<file path="config.mk">
export PLATFORM = sky130hd
export DESIGN_NAME = system_flat
export DESIGN_NICKNAME = d
export VERILOG_FILES = /design/src/rtl/system_if.sv /design/src/rtl/system.sv /design/src/flat_wrapper.sv
export SDC_FILE = /design/constraint.sdc
export NUM_CORES = 1
export LEC_CHECK = 0
export ABC_AREA = 1
export BUFFER_PORTS_ARGS = -buffer_cell sky130_fd_sc_hd__buf_4
export CAP_MARGIN = 20
export CORE_MARGIN = 2
export CORE_UTILIZATION = 50
export CTS_BUF_LIST = sky130_fd_sc_hd__clkbuf_16
export DETAILED_ROUTE_END_ITERATION = 16
export PLACE_DENSITY = 0.71
export SLEW_MARGIN = 5
export SYNTH_ARGS = -nofsm -noshare
export SYNTH_HDL_FRONTEND = slang
export SYNTH_SLANG_ARGS = --single-unit
</file>
<file path="constraint.sdc">
create_clock -name receiver_LO -period 3.5 [get_ports receiver_LO]
set_input_delay 0 -clock receiver_LO [delete_from_list [all_inputs] [get_ports receiver_LO]]
set_output_delay 0 -clock receiver_LO [all_outputs]
set_load 0.1 [all_outputs]
</file>
<file path="src/rtl/system_if.sv">
// Serial link bus: groups the channel control input and the recovered data output.
//   channel_interrupt : 1 breaks the channel (received line forced to 0)
//   receiver_data_o   : recovered serial payload bit stream
// Modports: master = environment side, slave = link (system) side.
interface system_if;
  logic channel_interrupt;
  logic receiver_data_o;

  modport master (
    output channel_interrupt,
    input  receiver_data_o
  );

  modport slave (
    input  channel_interrupt,
    output receiver_data_o
  );
endinterface

</file>
<file path="src/rtl/system.sv">
// Framed serial link: transmitter, breakable channel and locking receiver on one clock.
// The transmitter sends back-to-back 16-bit NRZ frames {SYNC_WORD, frame counter}, MSB first,
// one bit per BIT_DIV clocks. The receiver recovers bit timing from line edges, hunts for
// SYNC_WORD, then emits each payload bit on receiver_data_o and flywheels over up to
// LOSS_LIMIT-1 consecutive missed sync words.
// Ports:
//   receiver_LO     : clock for all logic (rising edge)
//   receiver_rst    : receiver async reset, active low
//   transmitter_rst : transmitter async reset, active low
//   bus             : system_if.slave (channel_interrupt in, receiver_data_o out)
// BIT_DIV must be even and within 4..64.
module system #(
  parameter int unsigned BIT_DIV    = 8,
  parameter logic [7:0]  SYNC_WORD  = 8'hA7,
  parameter int unsigned LOSS_LIMIT = 2
) (
  input  logic    receiver_LO,
  input  logic    receiver_rst,
  input  logic    transmitter_rst,
  system_if.slave bus
);

  localparam int unsigned PhaseW = $clog2(BIT_DIV);
  localparam logic [PhaseW-1:0] PhaseMax = PhaseW'(BIT_DIV - 1);
  localparam logic [PhaseW-1:0] SampleAt = PhaseW'(BIT_DIV / 2 - 1);

  // ---------------- transmitter ----------------
  logic [PhaseW-1:0] tx_timer_q;
  logic [3:0]        tx_idx_q;
  logic [7:0]        frame_cnt_q;
  logic [15:0]       tx_frame;
  logic              tx_bit;
  logic              line;

  always_ff @(posedge receiver_LO or negedge transmitter_rst) begin
    if (!transmitter_rst) begin
      tx_timer_q  <= '0;
      tx_idx_q    <= '0;
      frame_cnt_q <= '0;
    end else if (tx_timer_q == PhaseMax) begin
      tx_timer_q <= '0;
      tx_idx_q   <= tx_idx_q + 4'd1;
      if (tx_idx_q == 4'd15) frame_cnt_q <= frame_cnt_q + 8'd1;
    end else begin
      tx_timer_q <= tx_timer_q + 1'b1;
    end
  end

  assign tx_frame = {SYNC_WORD, frame_cnt_q};
  // ~idx == 15-idx: MSB first. Gated so the bit reads 0 while held in reset.
  assign tx_bit   = transmitter_rst & tx_frame[~tx_idx_q];

  // ---------------- channel (combinational) ----------------
  assign line = tx_bit & ~bus.channel_interrupt;

  // ---------------- receiver ----------------
  typedef enum logic [1:0] {StHunt, StPayload, StCheck} rx_state_e;

  rx_state_e         state_q, state_d;
  logic              sync1_q, line_q, prev_q;
  logic [PhaseW-1:0] phase_q, phase_d;
  logic [7:0]        shift_q, shift_d;
  logic [2:0]        bit_cnt_q, bit_cnt_d;
  logic [7:0]        miss_q, miss_d, miss_inc;
  logic              data_q, data_d;
  logic              sample;

  assign sample   = (phase_q == SampleAt);
  assign miss_inc = miss_q + 8'd1;

  always_comb begin
    // Any line transition realigns the bit phase; otherwise free-run so long runs still sample.
    phase_d = '0;
    if (line_q == prev_q && phase_q != PhaseMax) phase_d = phase_q + 1'b1;
  end

  // Shift value including the bit sampled this cycle, so sync is seen with no extra delay.
  assign shift_d = sample ? {shift_q[6:0], line_q} : shift_q;

  always_comb begin
    state_d   = state_q;
    bit_cnt_d = bit_cnt_q;
    miss_d    = miss_q;
    data_d    = data_q;
    if (sample) begin
      unique case (state_q)
        StHunt: begin
          data_d = 1'b0;
          if (shift_d == SYNC_WORD) begin
            state_d   = StPayload;
            bit_cnt_d = '0;
            miss_d    = '0;
          end
        end
        StPayload: begin
          data_d    = line_q;
          bit_cnt_d = bit_cnt_q + 3'd1;
          if (bit_cnt_q == 3'd7) state_d = StCheck;
        end
        StCheck: begin
          data_d    = 1'b0;
          bit_cnt_d = bit_cnt_q + 3'd1;
          if (bit_cnt_q == 3'd7) begin
            if (shift_d == SYNC_WORD) begin
              miss_d  = '0;
              state_d = StPayload;
            end else begin
              miss_d  = miss_inc;
              state_d = (miss_inc >= 8'(LOSS_LIMIT)) ? StHunt : StPayload;
            end
          end
        end
        default: state_d = StHunt;
      endcase
    end
  end

  always_ff @(posedge receiver_LO or negedge receiver_rst) begin
    if (!receiver_rst) begin
      sync1_q   <= 1'b0;
      line_q    <= 1'b0;
      prev_q    <= 1'b0;
      phase_q   <= '0;
      shift_q   <= '0;
      state_q   <= StHunt;
      bit_cnt_q <= '0;
      miss_q    <= '0;
      data_q    <= 1'b0;
    end else begin
      sync1_q   <= line;
      line_q    <= sync1_q;
      prev_q    <= line_q;
      phase_q   <= phase_d;
      shift_q   <= shift_d;
      state_q   <= state_d;
      bit_cnt_q <= bit_cnt_d;
      miss_q    <= miss_d;
      data_q    <= data_d;
    end
  end

  assign bus.receiver_data_o = data_q;

endmodule

</file>
<file path="src/flat_wrapper.sv">
// flat-port wrapper written by rule: the top's interface ports become plain ports
module system_flat 
#(
  parameter int unsigned BIT_DIV    = 8,
  parameter logic [7:0]  SYNC_WORD  = 8'hA7,
  parameter int unsigned LOSS_LIMIT = 2
)
  (receiver_LO, receiver_rst, transmitter_rst, bus_channel_interrupt, bus_receiver_data_o);
  system_if bus_i ();
  input  logic receiver_LO;
  input  logic receiver_rst;
  input  logic transmitter_rst;
  input wire logic [$bits(bus_i.channel_interrupt)-1:0] bus_channel_interrupt;
  output wire logic [$bits(bus_i.receiver_data_o)-1:0] bus_receiver_data_o;
  assign bus_i.channel_interrupt = bus_channel_interrupt;
  assign bus_receiver_data_o = bus_i.receiver_data_o;
  system #(.BIT_DIV(BIT_DIV), .SYNC_WORD(SYNC_WORD), .LOSS_LIMIT(LOSS_LIMIT)) u_core (.receiver_LO(receiver_LO), .receiver_rst(receiver_rst), .transmitter_rst(transmitter_rst), .bus(bus_i));
endmodule
</file>
==> results of run 1 <==
power groups by stage:
stage / clock network (mW) / registers, mW / logic, mW
after floorplan: 0 / 0.580 / 0.144
after global placement: 0 / 0.588 / 0.160
after detailed placement: 0 / 0.588 / 0.165
after CTS: 0.459 / 0.579 / 0.167
after global routing: 0.480 / 0.585 / 0.196
final: 0.449 / 0.578 / 0.164
cell usage in the layout, fill, tap and decap left out, types with 4 or more instances in the layout:
cell and n:
nand3_1 10, a21oi_1 4, clkbuf_16 5, nand2_2 8, buf_4 4, inv_1 36, ha_1 18, dfrtp_1 43
xor2_1 8, nand2_1 69, o21ai_1 11, o21ai_0 10, nand4_1 4, nor2_1 22
per-stage QoR:
step,instances,utilization [%],hold slack [ns]
after floorplan,265,-,-0.296
after global placement,316,53.4,-0.135
after detailed placement,316,53.4,-0.133
after CTS,327,57.4,0.110
after global routing,327,57.4,0.126
final,327,57.4,0.111
cell usage after synthesis:
cell type / instances
a21oi_1: 4
a21oi_2: 1
buf_2: 2
buf_6: 1
buf_8: 1
clkbuf_1: 1
dfrtp_1: 43
ha_1: 18
inv_1: 36
inv_2: 1
inv_4: 1
mux2_2: 1
nand2_1: 69
nand2_2: 8
nand2_4: 2
nand3_1: 10
nand3b_1: 1
nand4_1: 4
nor2_1: 22
nor2_2: 2
nor2_4: 3
nor3_2: 1
o21ai_0: 10
o21ai_1: 11
o31ai_1: 2
xnor2_1: 2
xor2_1: 8
sequential cells by signal, indices dropped and copies added (netlist names), 2 cells and up:
signal,cells
u_core.frame_cnt_q,8
u_core.phase_q,3
u_core.shift_q,8
u_core.state_q,2
u_core.tx_idx_q,4
u_core.bit_cnt_q,3
u_core.miss_q,8
u_core.tx_timer_q,3
path summary, 6_finish.rpt:
kind | depth (start not counted) | startpoint | endpoint | slack (ns)
max in group asynchronous | 2 | receiver_rst | u_core.bit_cnt_q[1] | 3.08
worst max-delay path | 12 | u_core.phase_q[0] | u_core.miss_q[0] | 1.50
min in group receiver_LO | 0 | u_core.sync1_q | u_core.line_q | 0.35
worst max register to register | 12 | u_core.phase_q[0] | u_core.miss_q[0] | 1.50
worst min register to register | 0 | u_core.sync1_q | u_core.line_q | 0.35
worst min-delay path | 2 | transmitter_rst | u_core.tx_timer_q[2] | 0.11
cell type report:
cell class,count,area (um2)
flip-flops and latches,43,1080
fillers,391,1870
well taps,52,65.1
multi-input cells,179,1030
clock inverters,3,20.0
repair buffers,7,60.1
inverters,38,145
clock buffers,5,125
logic make-up after synthesis:
logic type / count (synthesis)
AO/OA/AOI/OAI: 28
adder cells (fa/ha/maj): 18
flip-flops: 43
AND/OR/NAND/NOR: 122
XOR/XNOR: 10
buffers and inverters: 43
multiplexers: 1
routing by layer:
layer	share of wire, %	global-route usage (%)
met3	2.1	3.80
met1	51	22.2
met2	44	24.2
met4	2.1	7.55
met5	0	0
repair_timing:
item,CTS,global route
hold buffers,3,0
hold endpoints to repair,44,0
gates resized for setup,0,0
setup buffers,0,0
==> metrics.txt, run 1 <==
initial antenna violation count 0; Slew @ Worst Pin about 0.35 ns; port bufs 4; clock share of power 37.7%; combinational share of power roughly 14%; Synthesized Nets about 290; GP Congestion about 0.80; WL per Instance between 10 and 15 um; critical path class flop to flop; Final HPWL DP roughly 2.5 mm; largest family of logic cells by synthesized area simple AND/OR/NAND/NOR gates; fin area around 2500 um2; outcome completed; routed via count approximately 1600; post-route clock period utilization between 50% and 60%; vias in the first global route 1507; largest net degree at the start of global routing 29; layout cell share with drive strength beyond 1 a little under an eighth; Post-Synth Adder-Cell Area 9.85%; Final Hold Vio Count 0; Antenna Nets Post-Route 0; max-cap check violation count 0; sequential share of the synthesized area between 40 and 50%; drt total wl approximately 3.5 mm; share of the synthesized area in the top cell type between 40 and 50%; fin crit period ~2 ns; CP top delay family simple AND/OR/NAND/NOR gates; Data required, critical path about 3.7 ns; Compound-Gate Fraction of Synth Area under 10%; I/O Pins 5; DRC 0; Final Max Slew Viols 0; Synth area leaders dfrtp_1 47%, nand2_1 11%, ha_1 9.8%; global route overflow 0; cell row count 24; fmax between 0.4 and 0.5 GHz; Net count, final between 200 and 300; Die ar. between 5000 and 6000 um2; Hold Crit Class input pin to async pin; crit path buf inv count 1; Area after DPL about 2300 um2; Worst-path clk slew ~0.060 ns; CTS tree yes; Layout Skew around 0.0036 ns; die height between 70 and 80 um; clk root buf clkbuf_16; slew margin rel. 76.9%; critical path startpoint category flop; Cell Pwr Density 473 nW/um2; Pwr Total 1.19 mW; pre-CTS setup slack around 1.5 ns; most frequent CP cell nand2_1; cell-internal power roughly 870 uW; syn_area_per_cell 8.63 um2; Die Wd just over 70 um; slowest cell on the critical path dfrtp_1; RSZ-0062 raised after global routing false; post-synthesis simple-gate area fraction between 20% and 30%; DRT iter0 DRCs 84; Max clock buf depth 2; initial core utilization 52.2%; CP Cell Sequence ha_1 > ha_1 > inv_4 > nand2_1 > nand2_1 > nand2_1 > nor2_1 > nand2_2 > nand2_4 > nand3b_1 > nand2_1 > o21ai_1; CTS H-tree lvls 2; Pleak about 1.3 nW; Final setup viols 0; # diodes 0; Setup TNS 0 ns; Yosys top cell by area dfrtp_1; Netlist Area Pre-Place 2290 um2; Placeable Area ~4400 um2; post-synthesis mux area share less than 1%; Worst path max stage delay 0.38 ns; Sw Ratio a little over a quarter; count of state elements after synthesis 43; Cells after Synth roughly 270; Yosys cell types 27; Clock Latency Late Sink between 0.2 and 0.3 ns; post-DR vias/cell between 4 and 5; Sw Pwr between 300 and 400 uW; WP data arrival approximately 2.2 ns; Post-Synth XOR/XNOR Area ~3.8%; area grow syn2layout 10.1%; Sequential Power Share roughly 49%; Ys Warns 0; CP Max Fanout 11; 1st-pass router iterations 4; VDD IR-drop max 330 uV; cts bufs inserted 5; first-pass GRT wire length ~6.5 mm; GRT Util Overall between 10% and 20%; final setup margin 1.50 ns; clock sinks 43; crit end category flop
Power figures use the tool's default switching activity.
==> run 2, diff against run 1 <==
--- a/config.mk
+++ b/config.mk
@@ -12,7 +12,7 @@
 export CORE_UTILIZATION = 50
 export CTS_BUF_LIST = sky130_fd_sc_hd__clkbuf_16
 export DETAILED_ROUTE_END_ITERATION = 16
-export PLACE_DENSITY = 0.71
+export PLACE_DENSITY = 0.73
 export SLEW_MARGIN = 5
 export SYNTH_ARGS = -nofsm -noshare
 export SYNTH_HDL_FRONTEND = slang
==> constraint.sdc (replaced) <==
create_clock -name receiver_LO -period 1.8 [get_ports receiver_LO]
set_input_delay 0 -clock receiver_LO [delete_from_list [all_inputs] [get_ports receiver_LO]]
set_output_delay 0 -clock receiver_LO [all_outputs]
set_load 0.1 [all_outputs]
==> run 2 against run 1 <==
Compared with the run above: the flow now finishes with violations (setup timing); first-iteration DRC count grew 19%; clock skew grew 0.0030 ns; via count grew 6.5%; global-route usage grew 1.0 points; critical endpoint is now u_core.miss_q[4]; register-to-register slack lost 1.5 ns; sequential share of layout area shrank 2.0 points; non-clock buffer count grew 9; critical path type unchanged.
==> metrics.txt, run 2 (synthesized netlist as in run 1, its figures left out) <==
# diodes 0 (unchanged); initial core utilization 52.2% (unchanged); top flop regs u_core.frame_cnt_q: 8 flops, u_core.miss_q: 8 flops, u_core.shift_q: 8 flops; final setup margin -0.00457 ns (-1.50 ns); initial antenna violation count 0 (unchanged); CTS H-tree lvls 2 (unchanged); die height 71.6 um (unchanged); layout cell share with drive strength beyond 1 17.5% (+6.3 points); Max clock buf depth 2 (unchanged); area grow syn2layout 15.4%; fmax 0.554 GHz (+11%); Sw Ratio 27.2% (+0.39 points); Die ar. 5130 um2 (unchanged); Final setup viols 1 (+1); final std cells w/o fill 337 (+3.1%); RSZ-0062 raised after global routing true; VDD IR-drop max 452 uV (+37%); crit end category flop; Final HPWL DP 2.73 mm (+8.5%); Sequential Power Share 46.0% (-2.5 points); Final Hold Vio Count 0 (unchanged); Clock Latency Late Sink 0.28 ns (about the same); critical path startpoint category flop; DRC 0 (unchanged); port bufs 4 (unchanged); Sw Pwr 670 uW (+110%); GRT Util Overall 17.1% (+1.0 points); I/O Pins 5 (unchanged); clock share of power 34.2% (-3.5 points); Die Wd 71.6 um (unchanged); Cell Pwr Density 933 nW/um2 (+97%); Net count, final 306 (+3.4%); outcome finished, violations left; cell-internal power 1.79 mW (+110%); Final Max Slew Viols 0 (unchanged); combinational share of power 19.8% (+6.0 points); cts bufs inserted 5 (unchanged); GP Congestion 0.823 (+2.3%); fin crit period 1.80 ns (-0.199 ns); Antenna Nets Post-Route 0 (unchanged); CP Max Fanout 6 (-5); most common cell after layout, fill and taps aside nand2_1; dpl cells 319 (+0.95%); CTS tree yes; WP data arrival 1.97 ns (-0.20 ns); post-DR vias/cell 4.94 (+3.3%); global route overflow 0 (unchanged); clk root buf clkbuf_16; failing checks setup timing; Placeable Area 4380 um2 (unchanged); Hold Crit Class input pin to async pin; Pwr Total 2.46 mW (+110%); Data required, critical path 1.97 ns (-1.69 ns); Pleak 1.37 nW (+4.5%); # fillers 378 (-3.3%); drt total wl 3.92 mm (+12%); slew margin rel. 76.5% (-0.42 points); Layout Skew 0.00656 ns (+0.00297 ns); max-cap check violation count 0 (unchanged); 1st-pass router iterations 4 (unchanged); post-route clock period utilization 100% (+43 points); largest net degree at the start of global routing 29 (unchanged); WL per Instance 11.6 um (+9.0%); Slew @ Worst Pin 0.353 ns (+0.00624 ns); first-pass GRT wire length 6.84 mm (+5.5%); clock sinks 43 (unchanged); critical path class flop to flop; cell row count 24 (unchanged); vias in the first global route 1621 (+7.6%); DRT iter0 DRCs 100 (+19%); Worst-path clk slew 0.06 ns (about the same); commonest non-fill, non-tap cells in the layout 65 x nand2_1, 43 x dfrtp_1, 37 x inv_1; routed via count 1665 (+6.5%)
## run 2: cell types whose count changed in the layout (fill, tap and decap cells not counted), sizes merged
cell / previous run / this run
buf: 4 / 13
clkinvlp: 1 / 0
clkinv: 2 / 1
inv: 38 / 41
## run 2: per-layer routing
metal / GRT usage [%] / part of all wire (%)
met1: 20.4 / 44
met4: 6.92 / 1.2
met2: 29.3 / 52
met3: 4.64 / 2.8
met5: 0 / 0
## run 2: timing repair
item,CTS,global route
endpoints found under the setup margin,5,14
cloned,0,1
resized for setup,4,7
endpoints found under the hold margin,44,0
pin swaps,1,15
buffers inserted,1,5
hold buffers,3,0
## run 2: final cells by class
cell class | instances | area, um2 | share of cell area [%]
sequential | 43 | 1080 | 40.8
inverter | 38 | 150 | 5.69
multi-input combinational | 179 | 1070 | 40.6
clock buffer | 5 | 125 | 4.74
clock inverter | 3 | 12.5 | 0.474
timing repair inverter | 1 | 6.26 | 0.237
tap | 52 | 65.1 | 2.47
timing repair buffer | 16 | 131 | 4.98
## run 2: worst max-delay path, stage by stage, from the launching register on
cell and delay, ns:
dfrtp_1 0.38, ha_4 0.15, ha_4 0.20, buf_6 0.14, nand2_1 0.05, nand2_1 0.09
nand2_1 0.07, nor2_2 0.12, nand2_2 0.08, nand2_4 0.09, nand3b_1 0.15, nand2_1 0.11
o21ai_1 0.06
## run 2: final timing paths
check                                        end  slack, ns  depth (start not counted)              start
min in group receiver_LO           u_core.line_q       0.35                          0     u_core.sync1_q
max reg2reg                     u_core.miss_q[4]     -0.005                         12  u_core.phase_q[0]
max                             u_core.miss_q[4]     -0.005                         12  u_core.phase_q[0]
min reg2reg                        u_core.line_q       0.35                          0     u_core.sync1_q
max in group asynchronous      u_core.phase_q[2]       1.36                          2       receiver_rst
min                        u_core.frame_cnt_q[5]       0.13                          2    transmitter_rst
## run 2: stage by stage
stage          utilization, %  setup TNS [ns]  cell area, um2  hold slack (ns)  setup WS, ns
2_1_floorplan               -               0            2300           -0.296      0.000630
3_3_place_gp             54.3               0            2380           -0.133        0.0435
3_5_place_dp             54.3         -0.0383            2380           -0.131       -0.0180
4_1_cts                  58.8               0            2580            0.110       0.00475
5_1_grt                  60.2          -0.948            2640            0.146        -0.119
6_report                 60.2        -0.00457            2640            0.128      -0.00457
## run 2: power by group through the flow
stage          Combinational, mW  Clock, mW  Sequential [mW]
5_1_grt                    0.557      0.909             1.14
6_report                   0.488      0.841             1.13
4_1_cts                    0.395      0.866             1.13
3_3_place_gp               0.346          0             1.14
2_1_floorplan              0.303          0             1.13
3_5_place_dp               0.364          0             1.14
==> run 3, diff against run 2 <==
--- a/config.mk
+++ b/config.mk
@@ -8,6 +8,7 @@
 export ABC_AREA = 1
 export BUFFER_PORTS_ARGS = -buffer_cell sky130_fd_sc_hd__buf_4
 export CAP_MARGIN = 20
+export CORE_ASPECT_RATIO = 1.4
 export CORE_MARGIN = 2
 export CORE_UTILIZATION = 50
 export CTS_BUF_LIST = sky130_fd_sc_hd__clkbuf_16
==> run 3 against run 2 <==
Compared with the run above: the run now ends clean; sequential cell count did not move; highest routed layer unchanged; fmax rose by 1.5%; non-clock buffer count decreased by 1; clock power is 24% higher; final area grew 3.1%; register-to-register slack improved by 0.03 ns; critical path type unchanged; sequential share of layout area is 1.2 points lower; via count increased by 1.4%; critical path depth unchanged; power rose by 10%; final cell count increased by 2.7%; sequential power about the same.
==> metrics.txt, run 3 (synthesized netlist as in run 1, its figures left out) <==
Max clock buf depth 2 (unchanged); post-route clock period utilization 98.8% (-1.5 points); fmax 0.562 GHz (+1.5%); Final Hold Vio Count 0 (unchanged); dpl cells 330 (+3.4%); slowest cell on the critical path dfrtp_1; commonest non-fill, non-tap cells in the layout 56 x nand2_1, 43 x dfrtp_1, 36 x inv_1; Setup TNS 0 ns (+0.00457 ns); Worst path max stage delay 0.41 ns (+0.03 ns); critical path startpoint category flop; Final Max Slew Viols 0 (unchanged); cell row count 29 (+21%); fin crit period 1.78 ns (-0.0267 ns); critical path class flop to flop; layout cell share with drive strength beyond 1 21.1% (+3.6 points); largest net degree at the start of global routing 29 (unchanged); Final HPWL DP 2.72 mm (-0.27%); routed via count 1688 (+1.4%); drt total wl 4.00 mm (+1.9%); vias in the first global route 1710 (+5.5%); Antenna Nets Post-Route 0 (unchanged); CTS tree yes; 1st-pass router iterations 4 (unchanged); RSZ-0062 raised after global routing true; Hold Crit Class input pin to async pin; I/O Pins 5 (unchanged); post-DR vias/cell 4.88 (-1.3%); Die ar. 5140 um2 (+0.14%); final std cells w/o fill 346 (+2.7%); Die Wd 61.2 um (-15%); crit path buf inv count 2 (+1); Layout Skew 0.00373 ns (-0.00283 ns); clock sinks 43 (unchanged); DRT iter0 DRCs 71 (-29%); Data required, critical path 2.01 ns (+0.04 ns); CP Cell Sequence ha_4 > ha_4 > buf_6 > nand2_2 > nand2_2 > nand2_2 > nor2_2 > nand2_2 > nand2_2 > nor2_4 > inv_2 > o21ai_1; slew margin rel. 75.9% (-0.52 points); CTS H-tree lvls 2 (unchanged); Pleak 1.39 nW (+1.2%); first-pass GRT wire length 6.97 mm (+1.9%); most frequent CP cell nand2_2; CP top delay family simple AND/OR/NAND/NOR gates; clk root buf clkbuf_16; Placeable Area 4460 um2 (+1.8%); die height 84.0 um (+17%); GRT Util Overall 17.7% (+0.60 points); CP Max Fanout 6 (unchanged); VDD IR-drop max 630 uV (+40%); Clock Latency Late Sink 0.28 ns (about the same); cts bufs inserted 5 (unchanged); initial antenna violation count 0 (unchanged); port bufs 4 (unchanged); WP data arrival 1.98 ns (about the same); outcome completed; top flop regs u_core.frame_cnt_q: 8 flops, u_core.miss_q: 8 flops, u_core.shift_q: 8 flops; Final setup viols 0 (-1); crit end category flop; # fillers 374 (-1.1%); DRC 0 (unchanged); global route overflow 0 (unchanged); Slew @ Worst Pin 0.357 ns (+0.00398 ns); most common cell after layout, fill and taps aside nand2_1; initial core utilization 51.2% (-0.92 points); # diodes 0 (unchanged); Cell Pwr Density 997 nW/um2 (+6.9%); Worst-path clk slew 0.06 ns (about the same); area grow syn2layout 18.9%; max-cap check violation count 0 (unchanged); Net count, final 305 (-0.33%); WL per Instance 11.6 um (-0.79%); GP Congestion 0.778 (-5.4%)
-- run 3: worst paths after layout --
| check | start | to | slack (ns) | depth (start not counted) |
|---|---|---|---|---|
| worst min register to register | u_core.sync1_q | u_core.line_q | 0.36 | 0 |
| min in group receiver_LO | u_core.sync1_q | u_core.line_q | 0.36 | 0 |
| worst max-delay path | u_core.phase_q[0] | u_core.miss_q[1] | 0.02 | 12 |
| worst min-delay path | transmitter_rst | u_core.frame_cnt_q[7] | 0.1 | 2 |
| max in group asynchronous | receiver_rst | u_core.miss_q[6] | 1.37 | 2 |
| worst max register to register | u_core.phase_q[0] | u_core.miss_q[1] | 0.02 | 12 |
-- run 3: cell type report --
class,count,area (um2),share of cell area [%]
multi-input cells,179,1110,40.9
flip-flops and latches,43,1080,39.6
inverters,38,150,5.52
clock buffers,5,125,4.60
repair buffers,15,124,4.55
well taps,62,77.6,2.85
clock inverters,3,47.5,1.75
repair inverters,1,6.26,0.230
-- run 3: timing repair --
| item | CTS | global route |
|---|---|---|
| pin swaps | 0 | 13 |
| cloned | 0 | 1 |
| endpoints found under the setup margin | 3 | 14 |
| buffers inserted | 0 | 4 |
| gates resized for setup | 1 | 22 |
| hold endpoints to repair | 44 | 0 |
| hold buffers | 3 | 0 |
-- run 3: routing by layer --
layer,GRT usage (%),up-vias,part of all wire (%)
met3,3.88,10,2.4
met2,31.0,29,54
li1,-,856,-
met5,0,-,0
met4,6.92,0,1.7
met1,19.8,793,42
-- run 3: power breakdown --
group	total (mW)	switching [mW]	leakage [nW]	internal [mW]
combinational	0.525	0.305	0.735	0.220
clock	1.04	0.382	0.0844	0.661
sequential	1.14	0.0710	0.567	1.07
total	2.71	0.757	1.39	1.96
-- run 3: metrics by stage --
stage	cell area (um2)	power, mW	util [%]	hold WS, ns	setup slack, ns
after floorplan	2300	1.43	-	-0.296	0.000630
after global routing	2720	2.85	60.9	0.129	-0.106
after detailed placement	2400	1.52	53.8	-0.135	0.00798
after CTS	2610	2.57	58.4	0.101	0.00988
final	2720	2.71	60.9	0.0977	0.0222
after global placement	2400	1.49	53.8	-0.135	0.0401
